==> config.mk <==
export PLATFORM = sky130hd
export DESIGN_NAME = alu_op_sequencer
export DESIGN_NICKNAME = d
export VERILOG_FILES = /design/src/rtl/alu_seq_pkg.sv /design/src/rtl/alu_seq_mul.sv /design/src/rtl/alu_op_sequencer.sv
export SDC_FILE = /design/constraint.sdc
export NUM_CORES = 1
export LEC_CHECK = 0
export ABC_AREA = 1
export CORE_MARGIN = 2
export CORE_UTILIZATION = 31
export CTS_CLUSTER_DIAMETER = 60
export DETAILED_ROUTE_END_ITERATION = 10
export DONT_BUFFER_PORTS = 1
export HOLD_SLACK_MARGIN = 0.08
export SYNTH_ARGS = -nofsm -noshare
export SYNTH_HDL_FRONTEND = slang
export SYNTH_SLANG_ARGS = --single-unit
export TNS_END_PERCENT = 20
==> constraint.sdc <==
create_clock -name Clock -period 5.9 [get_ports Clock]
set_input_delay 1.18 -clock Clock [delete_from_list [all_inputs] [get_ports Clock]]
set_output_delay 1.18 -clock Clock [all_outputs]
set_load 0.01 [all_outputs]
==> src/rtl/alu_seq_pkg.sv <==
// Shared opcodes, FSM state encoding and CCR bit positions for the ALU op sequencer.
package alu_seq_pkg;

  localparam int OP_ADD = 0;
  localparam int OP_SUB = 1;
  localparam int OP_AND = 2;
  localparam int OP_OR  = 3;
  localparam int OP_XOR = 4;
  localparam int OP_NOT = 5;
  localparam int OP_SHL = 6;
  localparam int OP_SHR = 7;
  localparam int OP_MUL = 8;
  localparam int OP_INC = 9;
  localparam int OP_NOP = 15;

  typedef enum logic [1:0] {
    S_IDLE = 2'd0,
    S_EXEC = 2'd1,
    S_MUL  = 2'd2,
    S_RESP = 2'd3
  } state_t;

  localparam int CCR_C    = 0;
  localparam int CCR_N    = 1;
  localparam int CCR_V    = 2;
  localparam int CCR_Z    = 3;
  localparam int CCR_INR  = 4;
  localparam int CCR_IFNR = 5;
  localparam int CCR_NOP  = 6;
  localparam int CCR_W    = 7;

endpackage

==> src/rtl/alu_seq_mul.sv <==
// Iterative radix-2 shift-add multiplier: bit 0 is consumed on start, the
// remaining DATA_W-1 bits one per cycle; o_done flags a complete product.
module alu_seq_mul #(
  parameter int DATA_W = 32
) (
  input  logic                  clk,
  input  logic                  rst_n,
  input  logic                  i_start,
  input  logic                  i_clear,
  input  logic [DATA_W-1:0]     i_a,
  input  logic [DATA_W-1:0]     i_b,
  output logic                  o_done,
  output logic [2*DATA_W-1:0]   o_product
);
  localparam int CW = $clog2(DATA_W);

  logic [2*DATA_W-1:0] r_prod;
  logic [2*DATA_W-1:0] r_mcand;
  logic [DATA_W-1:0]   r_mplr;
  logic [CW-1:0]       r_cnt;
  logic                r_run;

  assign o_done    = r_run && (r_cnt == CW'(DATA_W - 1));
  assign o_product = r_prod;

  always_ff @(posedge clk or negedge rst_n) begin
    if (!rst_n) begin
      r_prod  <= '0;
      r_mcand <= '0;
      r_mplr  <= '0;
      r_cnt   <= '0;
      r_run   <= 1'b0;
    end else if (i_clear) begin
      r_prod  <= '0;
      r_mcand <= '0;
      r_mplr  <= '0;
      r_cnt   <= '0;
      r_run   <= 1'b0;
    end else if (i_start) begin
      r_prod  <= i_b[0] ? {{DATA_W{1'b0}}, i_a} : '0;
      r_mcand <= {{DATA_W{1'b0}}, i_a} << 1;
      r_mplr  <= i_b >> 1;
      r_cnt   <= '0;
      r_run   <= 1'b1;
    end else if (r_run) begin
      if (o_done) begin
        r_run <= 1'b0;
      end else begin
        r_cnt   <= r_cnt + CW'(1);
        r_mcand <= r_mcand << 1;
        r_mplr  <= r_mplr >> 1;
        if (r_mplr[0]) r_prod <= r_prod + r_mcand;
      end
    end
  end

endmodule

==> src/rtl/alu_op_sequencer.sv <==
// Front-end controller for the ALU: request/response handshakes, op sequencing,
// result register and the Condition Control Register used by branch logic.
module alu_op_sequencer
  import alu_seq_pkg::*;
#(
  parameter int DATA_W = 32,
  parameter int OP_W   = 4
) (
  input  logic              Clock,
  input  logic              Reset_n,
  input  logic              Flush,
  input  logic              Req_Valid,
  output logic              Req_Ready,
  input  logic [OP_W-1:0]   Req_Op,
  input  logic [DATA_W-1:0] Req_A,
  input  logic [DATA_W-1:0] Req_B,
  output logic              Rsp_Valid,
  input  logic              Rsp_Ready,
  output logic [DATA_W-1:0] Rsp_Result,
  output logic [31:0]       CCR,
  output logic              Busy,
  output state_t            Dbg_State
);
  localparam int SHW = $clog2(DATA_W);

  // Handshakes: a transfer happens on a rising edge where valid && ready.
  // Req_Ready is high only in IDLE (not during reset or Flush); Rsp_Valid
  // holds with a stable result in RESP until Rsp_Ready, and Flush withdraws it.

  state_t              r_state, w_next_state;
  logic [OP_W-1:0]     r_op;
  logic [DATA_W-1:0]   r_a, r_b, r_result;
  logic [CCR_W-1:0]    r_ccr, w_ccr;
  logic                w_accept, w_load, w_mul_start, w_mul_done, w_recog;
  logic [2*DATA_W-1:0] w_mul_prod;
  logic [DATA_W-1:0]   w_res, w_add_b;
  logic [DATA_W:0]     w_sum, w_shl, w_shr;
  logic [SHW-1:0]      w_sh;

  assign Req_Ready   = (r_state == S_IDLE) && Reset_n && !Flush;
  assign w_accept    = Req_Valid && Req_Ready;
  assign w_mul_start = w_accept && (Req_Op == OP_W'(OP_MUL));
  assign Rsp_Valid   = (r_state == S_RESP) && !Flush;
  assign Rsp_Result  = r_result;
  assign CCR         = {{(32 - CCR_W){1'b0}}, r_ccr};
  assign Busy        = (r_state != S_IDLE);
  assign Dbg_State   = r_state;

  alu_seq_mul #(.DATA_W(DATA_W)) u_mul (
    .clk       (Clock),
    .rst_n     (Reset_n),
    .i_start   (w_mul_start),
    .i_clear   (Flush),
    .i_a       (Req_A),
    .i_b       (Req_B),
    .o_done    (w_mul_done),
    .o_product (w_mul_prod)
  );

  always_comb begin
    w_next_state = r_state;
    w_load       = 1'b0;
    case (r_state)
      S_IDLE: if (w_accept) w_next_state = w_mul_start ? S_MUL : S_EXEC;
      S_EXEC: begin
        w_next_state = S_RESP;
        w_load       = 1'b1;
      end
      S_MUL: if (w_mul_done) begin
        w_next_state = S_RESP;
        w_load       = 1'b1;
      end
      S_RESP: if (Rsp_Ready) w_next_state = S_IDLE;
      default: w_next_state = S_IDLE;
    endcase
    if (Flush) begin
      w_next_state = S_IDLE;
      w_load       = 1'b0;
    end
  end

  // SUB and INC share the adder so carry and overflow fall out uniformly.
  assign w_sh    = r_b[SHW-1:0];
  assign w_add_b = (r_op == OP_W'(OP_SUB)) ? ~r_b :
                   (r_op == OP_W'(OP_INC)) ? DATA_W'(1) : r_b;
  assign w_sum   = {1'b0, r_a} + {1'b0, w_add_b} + (DATA_W + 1)'(r_op == OP_W'(OP_SUB));
  assign w_shl   = {1'b0, r_a} << w_sh;
  assign w_shr   = {r_a, 1'b0} >> w_sh;

  always_comb begin
    w_res   = '0;
    w_ccr   = r_ccr;
    w_recog = 1'b1;
    case (r_op)
      OP_W'(OP_ADD), OP_W'(OP_SUB), OP_W'(OP_INC): begin
        w_res        = w_sum[DATA_W-1:0];
        w_ccr[CCR_C] = w_sum[DATA_W];
        w_ccr[CCR_V] = (r_a[DATA_W-1] == w_add_b[DATA_W-1]) &&
                       (w_sum[DATA_W-1] != r_a[DATA_W-1]);
      end
      OP_W'(OP_AND): w_res = r_a & r_b;
      OP_W'(OP_OR):  w_res = r_a | r_b;
      OP_W'(OP_XOR): w_res = r_a ^ r_b;
      OP_W'(OP_NOT): w_res = ~r_a;
      OP_W'(OP_SHL): begin
        w_res        = w_shl[DATA_W-1:0];
        w_ccr[CCR_C] = w_shl[DATA_W];
      end
      OP_W'(OP_SHR): begin
        w_res        = w_shr[DATA_W:1];
        w_ccr[CCR_C] = w_shr[0];
      end
      OP_W'(OP_MUL): begin
        w_res        = w_mul_prod[DATA_W-1:0];
        w_ccr[CCR_V] = |w_mul_prod[2*DATA_W-1:DATA_W];
      end
      OP_W'(OP_NOP): w_res = r_a;
      default:       w_recog = 1'b0;
    endcase
    if (r_op == OP_W'(OP_NOP)) begin
      w_ccr[CCR_NOP] = 1'b1;
    end else if (!w_recog) begin
      w_ccr[CCR_INR] = 1'b1;
      w_ccr[CCR_NOP] = 1'b0;
    end else begin
      w_ccr[CCR_N]   = w_res[DATA_W-1];
      w_ccr[CCR_Z]   = (w_res == '0);
      w_ccr[CCR_INR] = 1'b0;
      w_ccr[CCR_NOP] = 1'b0;
    end
    w_ccr[CCR_IFNR] = 1'b0;
  end

  always_ff @(posedge Clock or negedge Reset_n) begin
    if (!Reset_n) begin
      r_state  <= S_IDLE;
      r_op     <= '0;
      r_a      <= '0;
      r_b      <= '0;
      r_result <= '0;
      r_ccr    <= '0;
    end else begin
      r_state <= w_next_state;
      if (w_accept) begin
        r_op <= Req_Op;
        r_a  <= Req_A;
        r_b  <= Req_B;
      end
      if (w_load) begin
        r_result <= w_res;
        r_ccr    <= w_ccr;
      end
    end
  end

endmodule

# Yosys cells after proc, flatten, opt, wreduce, memory -nomap -nowiden
# Index checks and enable logic that the tools add are counted.
# totals
register_bits,274
input_bits,73
out_inout_bits,69
word_cells,113
# classes
addsub,4
n_eq_ne,21
n_shift,2
muxes,39
bitwise_logic,6
reduce_logical,26
# ops
op,count
2-to-1 mux 64 bit,9
case mux 32 bit (9 select lines),1
2-to-1 mux 32 bit,7
adder 64 bit,1
NOT 32 bit,2
adder 32 x 32 -> 33 bit,1
adder 33 x 1 -> 33 bit,1
<< shifter 32 x 5 -> 33 bit,1
>> shifter 33 x 5 -> 33 bit,1
bitwise AND 32 bit,1
logical NOT 32 bit,1
OR 32 bit,1
OR reduction 32 bit,1
bitwise XOR 32 bit,1
2-to-1 mux 5 bit,4
"equality test 4 x 3 -> 1 bit, second input constant",4
"equality test 4 bit, second input constant",4
OR reduction 11 bit,1
2-to-1 mux 2 bit,5
2-to-1 mux 1 bit,9
"inequality test 3 bit, second input constant",3
AND reduction 3 bit,3
nonzero test 3 bit,3
"equality test 4 x 2 -> 1 bit, second input constant",2
other kinds (19),31

# Logic depth before layout (Yosys ltp)
# depth
word_depth,9
depth_mapped,26
mapped_depth_nobuf,25

# By module
# Synthesis repeated with hierarchy kept, for this count alone.
# unflattened
cells_unflattened,4326
hier_area_um2,25992.4
# by_module_without_submodules
mod,n_inst,cells_each,area_each_um2,seq_area_each_um2
alu_op_sequencer,1,2275,13226.4,2702.6
alu_seq_mul,1,2051,12766.0,4103.9

# Worst setup path after synthesis
# Ideal clock, no wire load.
# synth_path
kind,register to register
startpoint,register r_op[2]
endpoint,register r_ccr[3]
setup_ps,66
t_arrival_ps,3125
t_required_ps,5834
path_slack_ps,2709
stages_incl_launch_ff,21
path_buffers,1
period_less_slack_ps,3191
cell_sequence,dfrtp_1 nor2_2 nand2_1 clkbuf_1 fa_1 fa_1 inv_1 nand3_1 nand2_1 nand2_1 nand2_1 nand2_1 a21oi_1 nor2_1 nor2_1 nand2_1 nor2_1 nand2_1 nor2_1 nand4_1 nand2_1
# synth_between
elab_chain_len,7
word_cells_on_any_way,22
cone_classes,add/sub: 2; eq/ne: 10; mux: 4; bitwise: 1; reduce/logical: 5
# synth_rtl
element,line,rtl
from (decl),alu_op_sequencer.sv:31,logic [OP_W-1:0] r_op;
from (signal assigned),alu_op_sequencer.sv:145,r_op <= Req_Op;
equality test 4 bit,"alu_op_sequencer.sv:85, alu_op_sequencer.sv:94",
2-to-1 mux 32 bit,alu_op_sequencer.sv:85,(r_op == OP_W'(OP_INC)) ? DATA_W'(1) : r_b;
2-to-1 mux 32 bit,alu_op_sequencer.sv:84,assign w_add_b = (r_op == OP_W'(OP_SUB)) ? ~r_b :
adder 32 x 32 -> 33 bit,alu_op_sequencer.sv:86,"assign w_sum = {1'b0, r_a} + {1'b0, w_add_b} + (DATA_W + 1)'(r_op == OP_W'(OP_SUB));"
adder 33 x 1 -> 33 bit,alu_op_sequencer.sv:86,
case mux 32 bit (9 select lines),alu_op_sequencer.sv:94,case (r_op)
logical NOT 32 bit,alu_op_sequencer.sv:127,w_ccr[CCR_Z] = (w_res == '0);
to (signal assigned),alu_op_sequencer.sv:151,r_ccr <= w_ccr;
to (decl),alu_op_sequencer.sv:33,"logic [CCR_W-1:0] r_ccr, w_ccr;"
# Parallel ways exist; a longest one is shown, timed or not.
# A chain may end at the register's enable or synchronous reset.

# Final worst setup path
# Ends and elaborated chain as after synthesis.

==> metrics.cfg <==
[clock_tree]
htreeDepth=2
clockBufferDepth=3
cts_tree=built
postCtsHoldBufs=0
path_clk_slew_ns=0.06
cts_buffers=38
clock_latency_ns=0.61
cts-root-buf=clkbuf_16
postCtsSetupBuffers=0
ctsResizeCount=0
cts_sinks=272

[logic_synthesis]
synth-seq-area-share=0.276
synthesis.area_sq_mm=0.0246
synth_top_cells_by_area=dfrtp_1, nand2_1, nand3_1, ha_1, o21ai_0
synth-edff-count=0
syn_inst=3946
synthFlopType=dfrtp_1
async_reset_ff_frac=1.00
yosysWarningCount=0
yosysTopAreaCell=dfrtp_1
synth-seq-cells=272
synth.distinct_cells=56
synth.avg_cell_area_sq_um=6.24
yosysTopAreaCellShare=0.276

[grt]
grt_pass1_wl_microns=152000
track_usage=0.242
grt_pass1_vias=24025
grt_max_degree=274
overflow=0
antenna_found_initial=2

[power]
peakVddDrop_mv=0.237
totalPowerFinal_w=0.0131
pwr-share-clk=0.181
p_seq_frac=0.238
p_int_w=0.00584
p_leak_nw=13.0
switching_share=0.555
switchingPower_w=0.00729
power.density_mw_per_mm2=493
comb_power_share=0.581

[timing]
fmax_mhz=231
worst_pin_slew_ns=1.12
post-route-period-util=0.735
min_period_ns=4.34
final.setup.tns_ns=0
hold_viol=0
slew_violations=0
finalClockSkew_ns=0.0585
rsz0062_at_grt=false
relSlewSlack=0.254
setup_viol=0

[critical_path]
crit_chain=nor2_2 > nand2_1 > o21ai_0 > fa_1 > fa_1 > inv_1 > or2_2 > nand3_1 > o21ai_1 > nor2_1 > nand2_1 > nor2_1 > nand2_1 > nor2_1 > nand2_1 > nor2_1 > nand2_1 > nor2_1 > nand4_1 > nand2_1
worst_path_max_delay_cell=nand2_1
reg2reg_depth=20
path_max_fanout=33
crit_path_start_kind=register
path_class=register to register
cpPeakStageDelay_ns=0.74
cp_num_buf_inv=1
cp-end-kind=register
crit_top_cell=nand2_1
ff2ff_setup_slack_ns=1.56
critPathRequiredTime_ns=6.43
critPathTopFamily=simple AND/OR/NAND/NOR gates
crit_arrival_ns=4.87
timing.rr.end=r_ccr[3]$_DFFE_PN0P_
r2r_start=r_op[2]$_DFFE_PN0P_

[cells_and_area]
final_cell_mix=nand2_1, nand3_1, inv_1, o21ai_0, nor2_1
antennaDiodeCount=0
layout_commonest_cell=nand2_1
fin_nets=4096
drive_above_1_share=0.0386
area_delta_synth_final_pct=8.15

[die]
core_sq_mm=0.0789
ios=142
num_rows=103
die_w_microns=286
die_h_microns=286
start_util=0.312
dieArea_sq_mm=0.0818

[place]
portBuffers=0
place_hpwl_microns=78100
routabilityCongestion=1.04

[drt]
routedWlPerCell_microns=20.6
drt_iter0_drc=2972
totalWireLength_microns=102000
num_vias=26490
drt_first_pass_iters=7
ant_nets=0
route.detailed.drc=0
via_per_inst=5.37

[run_status]
status=completed

[flow_run]
max-cap-violations=0

[worst_hold_path]
worstHoldPathType=input pin to async pin

## worst max path at each step
stage                         from                    to  slack [ns]  cells past startpoint
5_1_grt        r_op[2]$_DFFE_PN0P_  r_ccr[3]$_DFFE_PN0P_        1.06                     20
3_3_place_gp   r_op[2]$_DFFE_PN0P_  r_ccr[3]$_DFFE_PN0P_        1.73                     19
4_1_cts        r_op[2]$_DFFE_PN0P_  r_ccr[3]$_DFFE_PN0P_        1.67                     19
6_report       r_op[2]$_DFFE_PN0P_  r_ccr[3]$_DFFE_PN0P_        1.56                     20
3_5_place_dp   r_op[2]$_DFFE_PN0P_  r_ccr[3]$_DFFE_PN0P_        1.67                     20
2_1_floorplan  r_op[2]$_DFFE_PN0P_  r_ccr[3]$_DFFE_PN0P_        2.71                     20
## cell usage after synthesis, drive strengths merged (4+ instances only)
| cell | instances |
|---|---|
| nand2 | 1087 |
| nand3 | 523 |
| inv | 443 |
| o21ai | 391 |
| nor2 | 390 |
| dfrtp | 272 |
| a21oi | 236 |
| ha | 165 |
| clkbuf | 93 |
| buf | 92 |
| nand4 | 42 |
| nor3 | 30 |
| a31oi | 19 |
| or2 | 16 |
| xnor2 | 16 |
| and2 | 13 |
| nand3b | 13 |
| o22ai | 13 |
| a21o | 11 |
| o21bai | 11 |
| nor4 | 9 |
| o211ai | 9 |
| o21a | 9 |
| a22oi | 8 |
| a221oi | 5 |
| xor2 | 5 |
| a22o | 4 |
## power groups by stage
stage	clock (W)	sequential [W]	combinational [W]
detailed placement	0	0.00312	0.00739
floorplan	0	0.00263	0.00530
global placement	0	0.00312	0.00736
global route	0.00249	0.00312	0.00847
finish	0.00237	0.00313	0.00763
CTS	0.00242	0.00309	0.00742
## layout make-up
type	instances	area, sq um
fill	8681	52200
multi-input combinational	3070	15400
sequential	272	6810
inverter	444	1670
tap	1050	1310
clock buffer	50	1050
clock inverter	16	230
timing repair buffer	29	218
## cells by family after synthesis
group / count (synthesis) / synth area share
compound gates: 728 / 0.158
xor+xnor: 21 / 0.00746
fa+ha+maj: 168 / 0.0862
buf+inv: 629 / 0.105
flops: 272 / 0.276
mux: 1 / 0.000406
other cells: 1 / 0.000152
simple gates: 2126 / 0.367
## per-layer routing
layer	global-route usage	wire (microns)	share of wire
met5	0	26	0.00026
met4	0.107	5210	0.051
met3	0.0412	8710	0.086
met2	0.367	43000	0.42
met1	0.337	44700	0.44
## through the flow
stage          setup WS, ns   util  area, sq um  std cells  hold slack, ns
3_5_place_dp           1.67  0.322        25400       4865           0.495
4_1_cts                1.67  0.338        26700       4931           0.267
3_3_place_gp           1.73  0.322        25400       4865           0.488
5_1_grt                1.06  0.338        26700       4931           0.287
6_report               1.56  0.338        26700       4931           0.306
2_1_floorplan          2.71      -        24700       3971           0.473
## flip-flops by register name, summed over array words and instances, names as in the netlist
signal and count:
u_mul.o_product 64, r_b 32, r_op 4, Dbg_State 2
r_ccr 6, u_mul.r_run 1, u_mul.r_cnt 5, Rsp_Result 32
u_mul.r_mcand 63, r_a 32, u_mul.r_mplr 31
No activity file was read; power rests on OpenSTA's default activity.
